**config.mk**
```make
export PLATFORM = sky130hd
export DESIGN_NAME = dm9000a_reg_sequencer
export DESIGN_NICKNAME = d
export VERILOG_FILES = /design/src/rtl/dm9000a_reg_sequencer.sv
export SDC_FILE = /design/constraint.sdc
export NUM_CORES = 1
export LEC_CHECK = 0
export CAP_MARGIN = 30
export CORE_MARGIN = 10
export CORE_UTILIZATION = 45
export CTS_BUF_LIST = sky130_fd_sc_hd__clkbuf_4 sky130_fd_sc_hd__clkbuf_8
export DETAILED_ROUTE_END_ITERATION = 10
export GPL_TIMING_DRIVEN = 0
export PLACE_DENSITY = 0.85
export SYNTH_ARGS = -nofsm -noshare
export SYNTH_HDL_FRONTEND = slang
export SYNTH_SLANG_ARGS = --single-unit
```
**constraint.sdc**
```tcl
create_clock -name iCLK -period 2.7 [get_ports iCLK]
set_input_delay 0.54 -clock iCLK [delete_from_list [all_inputs] [get_ports iCLK]]
set_output_delay 0.54 -clock iCLK [all_outputs]
set_load 0.02 [all_outputs]
```
**src/rtl/dm9000a_reg_sequencer.sv**
```systemverilog
// rtl/dm9000a_reg_sequencer.sv - two-port INDEX/DATA register access sequencer for the DM9000A bus core
//
// Optional feature macro: DM9000A_SEQ_INDEX_CACHE_EN (skip the index phase when the index is unchanged)
// Parameters: PULSE_CYC (strobe low cycles per phase, 1..255), GAP_CYC (recovery cycles per phase, 1..255)
// Ports:
//   iCLK, iRST_N                          clock, asynchronous active-low reset
//   iA_REQ/iA_WE/iA_IDX/iA_WDATA          port A request, direction, register index, write data
//   oA_ACK/oA_RDATA                       port A completion pulse and read data
//   iB_* / oB_*                           same for port B
//   oCMD/oCS_N/oRD_N/oWR_N/oDATA          registered pins to the interface core
//   iDATA                                 read data from the interface core
//   oBUSY                                 high whenever the sequencer is not idle
module dm9000a_reg_sequencer #(
    parameter int PULSE_CYC = 2,
    parameter int GAP_CYC   = 2
) (
    input  logic        iCLK,
    input  logic        iRST_N,
    input  logic        iA_REQ,
    input  logic        iA_WE,
    input  logic [7:0]  iA_IDX,
    input  logic [15:0] iA_WDATA,
    output logic        oA_ACK,
    output logic [15:0] oA_RDATA,
    input  logic        iB_REQ,
    input  logic        iB_WE,
    input  logic [7:0]  iB_IDX,
    input  logic [15:0] iB_WDATA,
    output logic        oB_ACK,
    output logic [15:0] oB_RDATA,
    output logic        oCMD,
    output logic        oCS_N,
    output logic        oRD_N,
    output logic        oWR_N,
    output logic [15:0] oDATA,
    input  logic [15:0] iDATA,
    output logic        oBUSY
);

    localparam logic [2:0] S_IDLE       = 3'd0;
    localparam logic [2:0] S_IDX_ASSERT = 3'd1;
    localparam logic [2:0] S_IDX_GAP    = 3'd2;
    localparam logic [2:0] S_DAT_ASSERT = 3'd3;
    localparam logic [2:0] S_DAT_GAP    = 3'd4;
    localparam logic [2:0] S_DONE       = 3'd5;

    localparam logic [7:0] PULSE_LOAD = 8'(PULSE_CYC - 1);
    localparam logic [7:0] GAP_LOAD   = 8'(GAP_CYC - 1);

    logic [2:0]  state, state_nxt;
    logic [7:0]  cnt, cnt_nxt;
    logic        last_b;        // 1 = B was granted last, so A wins a tie
    logic        grant_b;
    logic        we_r;
    logic [7:0]  idx_r;
    logic [15:0] wdata_r;
    logic [15:0] rd_cap;

    logic        any_req, pick_b, idx_hit;
    logic        sel_we, nxt_we;
    logic [7:0]  sel_idx, nxt_idx;
    logic [15:0] sel_wdata, nxt_wdata;
    logic        cmd_d, cs_n_d, rd_n_d, wr_n_d;
    logic [15:0] data_d;

`ifdef DM9000A_SEQ_INDEX_CACHE_EN
    logic [7:0] cache_idx;
    logic       cache_valid;

    assign idx_hit = cache_valid && (cache_idx == sel_idx);

    // The core only needs a new index when it differs from the one last written.
    always_ff @(posedge iCLK or negedge iRST_N) begin
        if (!iRST_N) begin
            cache_idx   <= 8'h00;
            cache_valid <= 1'b0;
        end else if (state == S_IDLE && any_req && !idx_hit) begin
            cache_idx   <= sel_idx;
            cache_valid <= 1'b1;
        end
    end
`else
    assign idx_hit = 1'b0;
`endif

    always_comb begin
        any_req   = iA_REQ | iB_REQ;
        pick_b    = iB_REQ & (~iA_REQ | ~last_b);
        sel_we    = pick_b ? iB_WE    : iA_WE;
        sel_idx   = pick_b ? iB_IDX   : iA_IDX;
        sel_wdata = pick_b ? iB_WDATA : iA_WDATA;

        state_nxt = state;
        cnt_nxt   = cnt;
        case (state)
            S_IDLE: begin
                if (any_req) begin
                    state_nxt = idx_hit ? S_DAT_ASSERT : S_IDX_ASSERT;
                    cnt_nxt   = PULSE_LOAD;
                end
            end
            S_IDX_ASSERT: begin
                if (cnt == 8'd0) begin
                    state_nxt = S_IDX_GAP;
                    cnt_nxt   = GAP_LOAD;
                end else begin
                    cnt_nxt = cnt - 8'd1;
                end
            end
            S_IDX_GAP: begin
                if (cnt == 8'd0) begin
                    state_nxt = S_DAT_ASSERT;
                    cnt_nxt   = PULSE_LOAD;
                end else begin
                    cnt_nxt = cnt - 8'd1;
                end
            end
            S_DAT_ASSERT: begin
                if (cnt == 8'd0) begin
                    state_nxt = S_DAT_GAP;
                    cnt_nxt   = GAP_LOAD;
                end else begin
                    cnt_nxt = cnt - 8'd1;
                end
            end
            S_DAT_GAP: begin
                if (cnt == 8'd0) begin
                    state_nxt = S_DONE;
                    cnt_nxt   = 8'd0;
                end else begin
                    cnt_nxt = cnt - 8'd1;
                end
            end
            S_DONE: begin
                state_nxt = S_IDLE;
            end
            default: begin
                state_nxt = S_IDLE;
                cnt_nxt   = 8'd0;
            end
        endcase

        // Pins are registered from the next state, so the request fields are
        // taken straight from the winner on the grant cycle and from the
        // latched copy afterwards.
        nxt_we    = (state == S_IDLE) ? sel_we    : we_r;
        nxt_idx   = (state == S_IDLE) ? sel_idx   : idx_r;
        nxt_wdata = (state == S_IDLE) ? sel_wdata : wdata_r;

        cmd_d  = (state_nxt == S_DAT_ASSERT) || (state_nxt == S_DAT_GAP);
        cs_n_d = !((state_nxt == S_IDX_ASSERT) || (state_nxt == S_DAT_ASSERT));
        wr_n_d = !((state_nxt == S_IDX_ASSERT) || ((state_nxt == S_DAT_ASSERT) && nxt_we));
        rd_n_d = !((state_nxt == S_DAT_ASSERT) && !nxt_we);
        if (state_nxt == S_IDX_ASSERT) begin
            data_d = {8'h00, nxt_idx};
        end else if ((state_nxt == S_DAT_ASSERT) && nxt_we) begin
            data_d = nxt_wdata;
        end else begin
            data_d = 16'h0000;
        end
    end

    always_ff @(posedge iCLK or negedge iRST_N) begin
        if (!iRST_N) begin
            state    <= S_IDLE;
            cnt      <= 8'd0;
            last_b   <= 1'b1;
            grant_b  <= 1'b0;
            we_r     <= 1'b0;
            idx_r    <= 8'h00;
            wdata_r  <= 16'h0000;
            rd_cap   <= 16'h0000;
            oCMD     <= 1'b0;
            oCS_N    <= 1'b1;
            oRD_N    <= 1'b1;
            oWR_N    <= 1'b1;
            oDATA    <= 16'h0000;
            oBUSY    <= 1'b0;
            oA_ACK   <= 1'b0;
            oB_ACK   <= 1'b0;
            oA_RDATA <= 16'h0000;
            oB_RDATA <= 16'h0000;
        end else begin
            state <= state_nxt;
            cnt   <= cnt_nxt;
            if (state == S_IDLE && any_req) begin
                grant_b <= pick_b;
                we_r    <= sel_we;
                idx_r   <= sel_idx;
                wdata_r <= sel_wdata;
            end
            if (state == S_DAT_ASSERT && cnt == 8'd0 && !we_r) begin
                rd_cap <= iDATA;
            end
            if (state == S_DONE) begin
                last_b <= grant_b;
            end
            oCMD   <= cmd_d;
            oCS_N  <= cs_n_d;
            oRD_N  <= rd_n_d;
            oWR_N  <= wr_n_d;
            oDATA  <= data_d;
            oBUSY  <= (state_nxt != S_IDLE);
            oA_ACK <= (state_nxt == S_DONE) && !grant_b;
            oB_ACK <= (state_nxt == S_DONE) && grant_b;
            if (state_nxt == S_DONE && !we_r) begin
                if (grant_b) begin
                    oB_RDATA <= rd_cap;
                end else begin
                    oA_RDATA <= rd_cap;
                end
            end
        end
    end

endmodule
```
## Word level (Yosys, flattened, before mapping)

Cells that the tools add are included.

| storage, ports and cells | value |
|---|---|
| flip-flop bits (word level) | 109 |
| input bits | 70 |
| output and inout port bits | 55 |
| word-level logic and storage cells | 78 |

| cells by class | value |
|---|---|
| add/sub/neg operators | 1 |
| eq/ne operators | 10 |
| mux-type cells | 18 |
| bitwise gates (word level) | 7 |
| reduce and logical (&&, ||, !) cells | 24 |

Operator list:

| cell | count |
|---|---|
| $mux W16 | 4 |
| $mux W8 | 5 |
| $pmux W8 S4 | 1 |
| $mux W3 | 5 |
| $pmux W3 S5 | 1 |
| $eq A3 B3 Y1 const B | 4 |
| $eq A3 B2 Y1 const B | 3 |
| $logic_and A1 B1 Y1 | 8 |
| $logic_not A8 Y1 | 1 |
| $sub A8 B1 Y8 const B | 1 |
| $eq A3 B1 Y1 const B | 2 |
| $logic_not A1 Y1 | 6 |
| $reduce_and A2 Y1 | 3 |
| $not A1 Y1 | 4 |
| $logic_not A3 Y1 | 1 |
| $logic_or A1 B1 Y1 | 3 |
| $reduce_bool A3 Y1 | 1 |
| $reduce_or A3 Y1 | 1 |
| $mux W1 | 2 |
| $ne A2 B2 Y1 const B | 1 |
| $or A1 B1 Y1 | 2 |
| $and A1 B1 Y1 | 1 |

## Logic depth before layout (Yosys ltp)

Gate-level depths: netlist (run 1).

| depth | value |
|---|---|
| word-level depth | 8 |
| mapped depth | 10 |
| gate-level depth less buffers | 7 |

## Least setup slack after synthesis (run 1)

No wires, ideal clock.

| timing path | value |
|---|---|
| path kind | reg2reg |
| start point | reg cnt[0] |
| end point | reg rd_cap[10] |
| data arrival time | 2.400 ns |
| data required time | 2.575 ns |
| path slack | 0.175 ns |
| cell stages (with the launch flop) | 10 |
| period minus slack after synthesis | 2.525 ns |
| cell sequence | dfrtp_1 > clkbuf_1 > inv_1 > ha_1 > or3b_1 > or2_1 > or4_4 > buf_6 > buf_12 > mux2_4 |

| between the ends | value |
|---|---|
| longest elaborated chain between the ends | 3 |

RTL lines:

| what | RTL line | source |
|---|---|---|
| start: declaration | 51 | `logic [7:0] cnt, cnt_nxt;` |
| start signal: assignment | 185 | `cnt <= cnt_nxt;` |
| $logic_not A8 Y1 | 192 | `if (state == S_DAT_ASSERT && cnt == 8'd0 && !we_r) begin` |
| $logic_and A1 B1 Y1 (2 in a row) | 192 |  |
| end signal: assignment | 193 | `rd_cap <= iDATA;` |
| end: declaration | 57 | `logic [15:0] rd_cap;` |

Every way passes these cells.
A chain may end at the register's enable or synchronous reset.

## Worst setup path after layout (run 1)

| timing path | value |
|---|---|
| start point | reg cnt[0] |
| end point | reg rd_cap[8] |

The elaborated chain is that of the path after synthesis.

==> results of run 1 <==
worst min path at each step:
stage                  start     endpoint  cells after the start
floorplan             iRST_N       cnt[0]                      0
global placement    idx_r[7]     idx_r[7]                      2
detailed placement  idx_r[2]     idx_r[2]                      2
CTS                   iRST_N    rd_cap[2]                      1
global route          iRST_N  oB_RDATA[3]                      1
finish                iRST_N    rd_cap[1]                      1
layer usage:
| layer | share of wire (%) | GRT usage [%] | up-vias |
|---|---|---|---|
| li1 | - | - | 1651 |
| met1 | 40 | 18.8 | 1762 |
| met5 | 0 | 0 | - |
| met3 | 11 | 5.69 | 22 |
| met4 | 2.2 | 5.96 | 0 |
| met2 | 47 | 25.6 | 178 |
stage by stage:
stage | setup TNS (ns) | util [%] | instance area, um^2 | power [uW] | worst slack [ns]
after floorplan | 0 | - | 4750 | 3790 | 0.175
after global placement | -299.61 | 59.7 | 6160 | 4450 | -2.75
after detailed placement | -7.13 | 60.0 | 6190 | 4610 | -0.371
after CTS | 0 | 62.0 | 6400 | 5530 | 0.0779
after global routing | -0.00450 | 62.1 | 6410 | 5870 | -0.00450
final | 0 | 62.1 | 6410 | 5510 | 0.0594
critical path: stages, from the launching register on:
cell and delay [ns]:
dfrtp_1 0.48, inv_1 0.13, ha_1 0.15, or3b_4 0.43, or2_1 0.25, or4_4 0.48
buf_6 0.16, buf_12 0.15, mux2_4 0.30
cell usage after synthesis (2+ instances only):
cell | number | area share (%)
dfrtp_1 | 105 | 55
nand2_1 | 34 | 2.7
nor2_1 | 34 | 2.7
o21ai_0 | 31 | 3.3
mux2_2 | 29 | 6.9
mux2i_1 | 25 | 5.3
mux2_4 | 20 | 6.3
clkbuf_1 | 13 | 1.0
a21oi_1 | 10 | 1.1
a211o_1 | 8 | 1.5
a211oi_1 | 8 | 1.3
nand4_1 | 8 | 1.1
xnor2_1 | 7 | 1.3
buf_2 | 6 | 0.63
inv_1 | 5 | 0.39
dfstp_2 | 4 | 2.2
nand3_1 | 4 | 0.42
nor4b_1 | 3 | 0.55
or3_1 | 3 | 0.39
buf_6 | 2 | 0.47
ha_1 | 2 | 0.53
nor3_1 | 2 | 0.21
nor3_2 | 2 | 0.42
nor4_1 | 2 | 0.26
o22ai_1 | 2 | 0.26
or4_1 | 2 | 0.32
kinds of logic (layout without fill, tap and decap cells):
logic type,after synthesis,count (layout),share of synthesized area (%)
muxes,74,74,18.5
and+or+nand+nor,100,100,10.1
xor gates and xnor gates,7,7,1.29
DFF,109,109,57.5
adders and majority gates,2,2,0.526
buffers and inverters,29,171,3.11
AOI/OAI and AO/OA,70,70,9.08
power by group through the flow:
stage | Sequential (uW) | Combinational (uW) | Clock (uW)
2_1_floorplan | 2540 | 1240 | 0
3_3_place_gp | 2460 | 2000 | 0
3_5_place_dp | 2490 | 2120 | 0
4_1_cts | 2480 | 2120 | 929
5_1_grt | 2540 | 2330 | 998
6_report | 2480 | 2120 | 909
final cells by class:
type	count	area, um^2
Multi-Input combinational cell	253	1890
Clock inverter	6	47.5
Clock buffer	10	138
Timing Repair Buffer	128	1290
Inverter	6	22.5
Sequential cell	109	2730
Fill cell	819	3920
Buffer	21	120
Tap cell	136	170
registers in the layout, summed over array words and instances, names as in the netlist, 3 cells and up:
signal    flops
state         3
oB_RDATA     16
oDATA        16
oA_RDATA     16
rd_cap       16
cnt           8
idx_r         8
wdata_r      16
repair_timing:
action / 4_1_cts / 5_1_grt
gates resized for setup: 2 / 2
pin swaps: 1 / 0
buffers inserted: 3 / 0
endpoints found under the setup margin: 37 / 2
==> out/results.tsv, run 1 <==
stage	metric	value	unit
place	gpl congestion	0.846	
clock_network	CTS Buf Count	9	
global_routing	vias in the first global route	3834	
critical_path	Critical Path End	rd_cap[8]	
critical_path	CP Launch Type	register	
synth	Yosys reg bits	109	
routing	Vias	3613	
place	port bufs	124	
floorplan	row cnt	37	
synth	Mean Syn Cell Area	12.2	um^2
routing	drt wl/cell	18.1	um
routing	Vias per Instance	5.40	
critical_path	CP startpoint	cnt[0]	
global_routing	largest net degree at the start of global routing	61	
floorplan	Die H	123	um
clock_network	Worst-Skew Late Latency	0.36	ns
clock_network	# H-tree levels	3	
routing	Initial DRC Count	164	
routing	DR pass1 iterations	4	
timing	Slew Viols, Final	0	
clock_network	CTS sink count	109	
critical_path	reg2reg setup slack	0.06	ns
critical_path	reg-to-reg critical path startpoint	cnt[0]	
timing	Max Freq	379	MHz
floorplan	Initial Utilization	46.0	%
run	max cap viols	0	
floorplan	IO Count	125	
power	Int Pwr	3460	uW
synth	most used flip-flop cell after synthesis	dfrtp_1	
timing	Final period util	97.8	%
finish	Area Growth Syn to Fin	34.8	%
finish	# diodes	0	
clock_network	clock slew at reported path FFs	0.10	ns
clock_network	CTS tree	yes	
floorplan	core area	0.0103	mm^2
timing	final hold violations	0	
power	leakage	0.00285	uW
synth	Syn Nets	463	
critical_path	Crit Path Max Fanout	10	
global_routing	gr usage total	15.8	%
routing	WL final	12.1	mm
power	Psw	2050	uW
synth	Post-synth EDFFs	0	
power	clock power share	16.5	%
global_routing	global-route wire length before repair	19.1	mm
timing	Slew headroom	53.1	%
power	Logic pwr share	38.4	%
floorplan	die area	0.0151	mm^2
synth	Seq/Total Area, Yosys	57.5	%
clock_network	clk root buf	clkbuf_8	
finish	fin cells	669	
power	VDD IR max	0.000520	V
timing	hold slack	0.197	ns
critical_path	type of destination of the critical path	register	
place	HPWL Detailed	9.20	mm
timing	Final setup viols	0	
timing	clock skew	0.0114	ns
critical_path	worst flop-to-flop path endpoint	rd_cap[8]	
floorplan	die width	123	um
synth	count of unique library cells instantiated by Yosys	46	
critical_path	worst endpoint data arrival time	2.89	ns
clock_network	CTS Buffer Depth	2	
timing	Tightest Pin Transition	0.698	ns
power	Cell Pwr Density	860	mW/mm^2
finish	leading cell type in the layout, fill and taps excluded	clkdlybuf4s50_1	
place	DP Cell Count	652	
power	Reg power frac	45.1	%
finish	Final nets	600	
power	Switching Share	37.1	%
synth	mapped cell area	0.00475	mm^2
routing	DRC	0	
synth	ys async rst share	100	%
critical_path	cells on worst reg2reg path	8	
finish	fraction of layout cells with a size suffix above 1	16.5	%
finish	most frequent cells in the layout	123 x clkdlybuf4s50_1, 105 x dfrtp_1, 34 x nor2_1, 34 x nand2_1, 31 x o21ai_0	
outcome	outcome	finished, final reports clean	
timing	post-layout min period	2.64	ns
synth	Syn. warnings	0	
critical_path	Worst EP required	2.95	ns
critical_path	Crit Path Category	reg2reg	
global_routing	initial antenna violation count	0	
clock_network	Post-CTS Hold Fix Bufs	0	
routing	remaining antenna violation count	0	
global_routing	gr ovfl total	0	
synth	Cells after Synth	391	
min_path	worst hold path class	in2async	
(Power assumes the default switching activity.)
==> run 2, diff against run 1 <==
--- a/config.mk
+++ b/config.mk
@@ -5,6 +5,7 @@
 export SDC_FILE = /design/constraint.sdc
 export NUM_CORES = 1
 export LEC_CHECK = 0
+export ABC_AREA = 0
 export CAP_MARGIN = 30
 export CORE_MARGIN = 10
 export CORE_UTILIZATION = 45
==> results of run 2 <==
No change in the layout: final DEF, timing and power equal those of run 1.
==> run 3, diff against run 2 <==
--- a/config.mk
+++ b/config.mk
@@ -12,6 +12,7 @@
 export CTS_BUF_LIST = sky130_fd_sc_hd__clkbuf_4 sky130_fd_sc_hd__clkbuf_8
 export DETAILED_ROUTE_END_ITERATION = 10
 export GPL_TIMING_DRIVEN = 0
+export MAX_ROUTING_LAYER = met4
 export PLACE_DENSITY = 0.85
 export SYNTH_ARGS = -nofsm -noshare
 export SYNTH_HDL_FRONTEND = slang
==> run 3 against run 2 <==
  * Setup slack better by 0.0046 ns
  * Flip-flop and latch count stayed put
  * Clock skew is 0.00068 ns lower
  * Non-clock buffer count stayed put
  * Die area stayed put
  * Utilization stayed put
  * Fmax is 0.18% higher
  * Largest cell class unchanged
  * Largest power group unchanged
  * Highest routed layer unchanged
==> out/results.tsv, run 3 (synthesis gave the netlist of run 1 again) <==
stage	metric	value	unit	change
floorplan	die area	0.0151	mm^2	unchanged
global_routing	gr ovfl total	0		unchanged
clock_network	CTS Buffer Depth	2		unchanged
routing	DRC	0		unchanged
clock_network	CTS Buf Count	9		unchanged
critical_path	Worst EP required	2.94	ns	was 2.95 ns
clock_network	clock slew at reported path FFs	0.09	ns	was 0.10 ns
critical_path	Crit Path Max Fanout	10		unchanged
timing	post-layout min period	2.64	ns	about the same
global_routing	largest net degree at the start of global routing	61		unchanged
timing	Final setup viols	0		unchanged
critical_path	CP Launch Type	register		unchanged
routing	DR pass1 iterations	4		unchanged
power	Cell Pwr Density	859	mW/mm^2	was 860 mW/mm^2
finish	Final nets	600		unchanged
critical_path	worst endpoint data arrival time	2.88	ns	was 2.89 ns
power	VDD IR max	0.000524	V	was 0.000520 V
timing	Tightest Pin Transition	0.692	ns	was 0.698 ns
global_routing	grt met3 use	4.36	%	was 5.69%
timing	Max Freq	379	MHz	about the same
floorplan	Die H	123	um	unchanged
floorplan	row cnt	37		unchanged
global_routing	global routing's busiest layer	met2		unchanged
finish	most frequent cells in the layout	123 x clkdlybuf4s50_1, 105 x dfrtp_1, 34 x nor2_1, 34 x nand2_1, 31 x o21ai_0		unchanged
place	HPWL Detailed	9.20	mm	unchanged
power	leakage	0.00285	uW	unchanged
timing	Slew headroom	53.5	%	was 53.1%
global_routing	met2 Usage GRT	25.6	%	unchanged
run	max cap viols	0		unchanged
clock_network	Post-CTS Hold Fix Bufs	0		unchanged
finish	Area Growth Syn to Fin	34.8	%	unchanged
critical_path	Crit Path Category	reg2reg		unchanged
timing	clock skew	0.0107	ns	was 0.0114 ns
min_path	worst hold path class	in2async		unchanged
critical_path	type of destination of the critical path	register		unchanged
timing	Final period util	97.6	%	was 97.8%
routing	Initial DRC Count	178		was 164
global_routing	gr usage total	16.2	%	was 15.8%
outcome	outcome	finished, final reports clean		unchanged
routing	WL final	12.1	mm	about the same
floorplan	die width	123	um	unchanged
clock_network	Worst-Skew Late Latency	0.36	ns	about the same
place	gpl congestion	0.859		was 0.846
global_routing	met1 global-route usage	19.8	%	was 18.8%
critical_path	cells on worst reg2reg path	8		unchanged
timing	Slew Viols, Final	0		unchanged
routing	Vias	3586		was 3613
routing	remaining antenna violation count	0		unchanged
finish	leading cell type in the layout, fill and taps excluded	clkdlybuf4s50_1		unchanged
power	Total Power	5500	uW	was 5510 uW
timing	final hold violations	0		unchanged
finish	# diodes	0		unchanged
routing	Vias per Instance	5.36		was 5.40
place	port bufs	124		unchanged
timing	Final WS setup	0.0640	ns	was 0.0594 ns
floorplan	Initial Utilization	46.0	%	unchanged
finish	fraction of layout cells with a size suffix above 1	16.5	%	unchanged
timing	hold slack	0.203	ns	was 0.197 ns
routing	drt wl/cell	18.0	um	was 18.1 um
floorplan	IO Count	125		unchanged
place	Setup WS pre-CTS	-0.371	ns	unchanged
clock_network	CTS sink count	109		unchanged
floorplan	core area	0.0103	mm^2	unchanged
global_routing	global-route wire length before repair	19.0	mm	was 19.1 mm
clock_network	# H-tree levels	3		unchanged
clock_network	CTS tree	yes		unchanged
global_routing	vias in the first global route	3851		was 3834
clock_network	clk root buf	clkbuf_8		unchanged
global_routing	initial antenna violation count	0		unchanged
[run 3: cell type report]
type	instances	area [um^2]
Multi-Input combinational cell	253	1890
Timing Repair Buffer	128	1290
Sequential cell	109	2730
Fill cell	819	3920
Buffer	21	120
Tap cell	136	170
Clock buffer	10	138
Inverter	6	22.5
Clock inverter	6	47.5
[run 3: metrics by stage]
step	instance area (um^2)	cells	setup TNS (ns)	util, %
2_1_floorplan	4750	391	0	-
3_3_place_gp	6160	651	-299.61	59.7
3_5_place_dp	6190	652	-7.13	60.0
4_1_cts	6400	669	0	62.0
5_1_grt	6410	669	-0.00450	62.1
6_report	6410	669	0	62.1
[run 3: layer usage]
layer	share of wire [%]	routed length, um	vias up
met5	0	0	-
met1	43	5230	1765
met3	7.3	885	20
li1	-	-	1646
met4	1.9	225	0
met2	47	5730	155
[run 3: report_power, final]
group | internal [uW] | leakage (uW) | switching (uW)
sequential | 2150 | 0.00136 | 334
clock | 368 | 0.0000928 | 538
combinational | 949 | 0.00140 | 1170
[run 3: path summary, 6_finish.rpt]
check | end | slack, ns | start
worst max register to register | rd_cap[8] | 0.06 | cnt[0]
max in group asynchronous | oCS_N | 1.74 | iRST_N
min in group iCLK | idx_r[2] | 0.49 | idx_r[2]
worst max-delay path | rd_cap[8] | 0.06 | cnt[0]
worst min-delay path | rd_cap[1] | 0.20 | iRST_N
worst min register to register | idx_r[2] | 0.49 | idx_r[2]
[run 3: critical path, stage by stage (launching register included)]
cell	delay (ns)
dfrtp_1	0.48
inv_1	0.12
ha_1	0.15
or3b_4	0.43
or2_1	0.25
or4_4	0.48
buf_6	0.16
buf_12	0.15
mux2_4	0.30
[run 3: what timing repair did]
item / in CTS / in global routing
buffers inserted: 3 / 0
resized for setup: 2 / 2
endpoints found under the setup margin: 37 / 2
pin swaps: 1 / 0
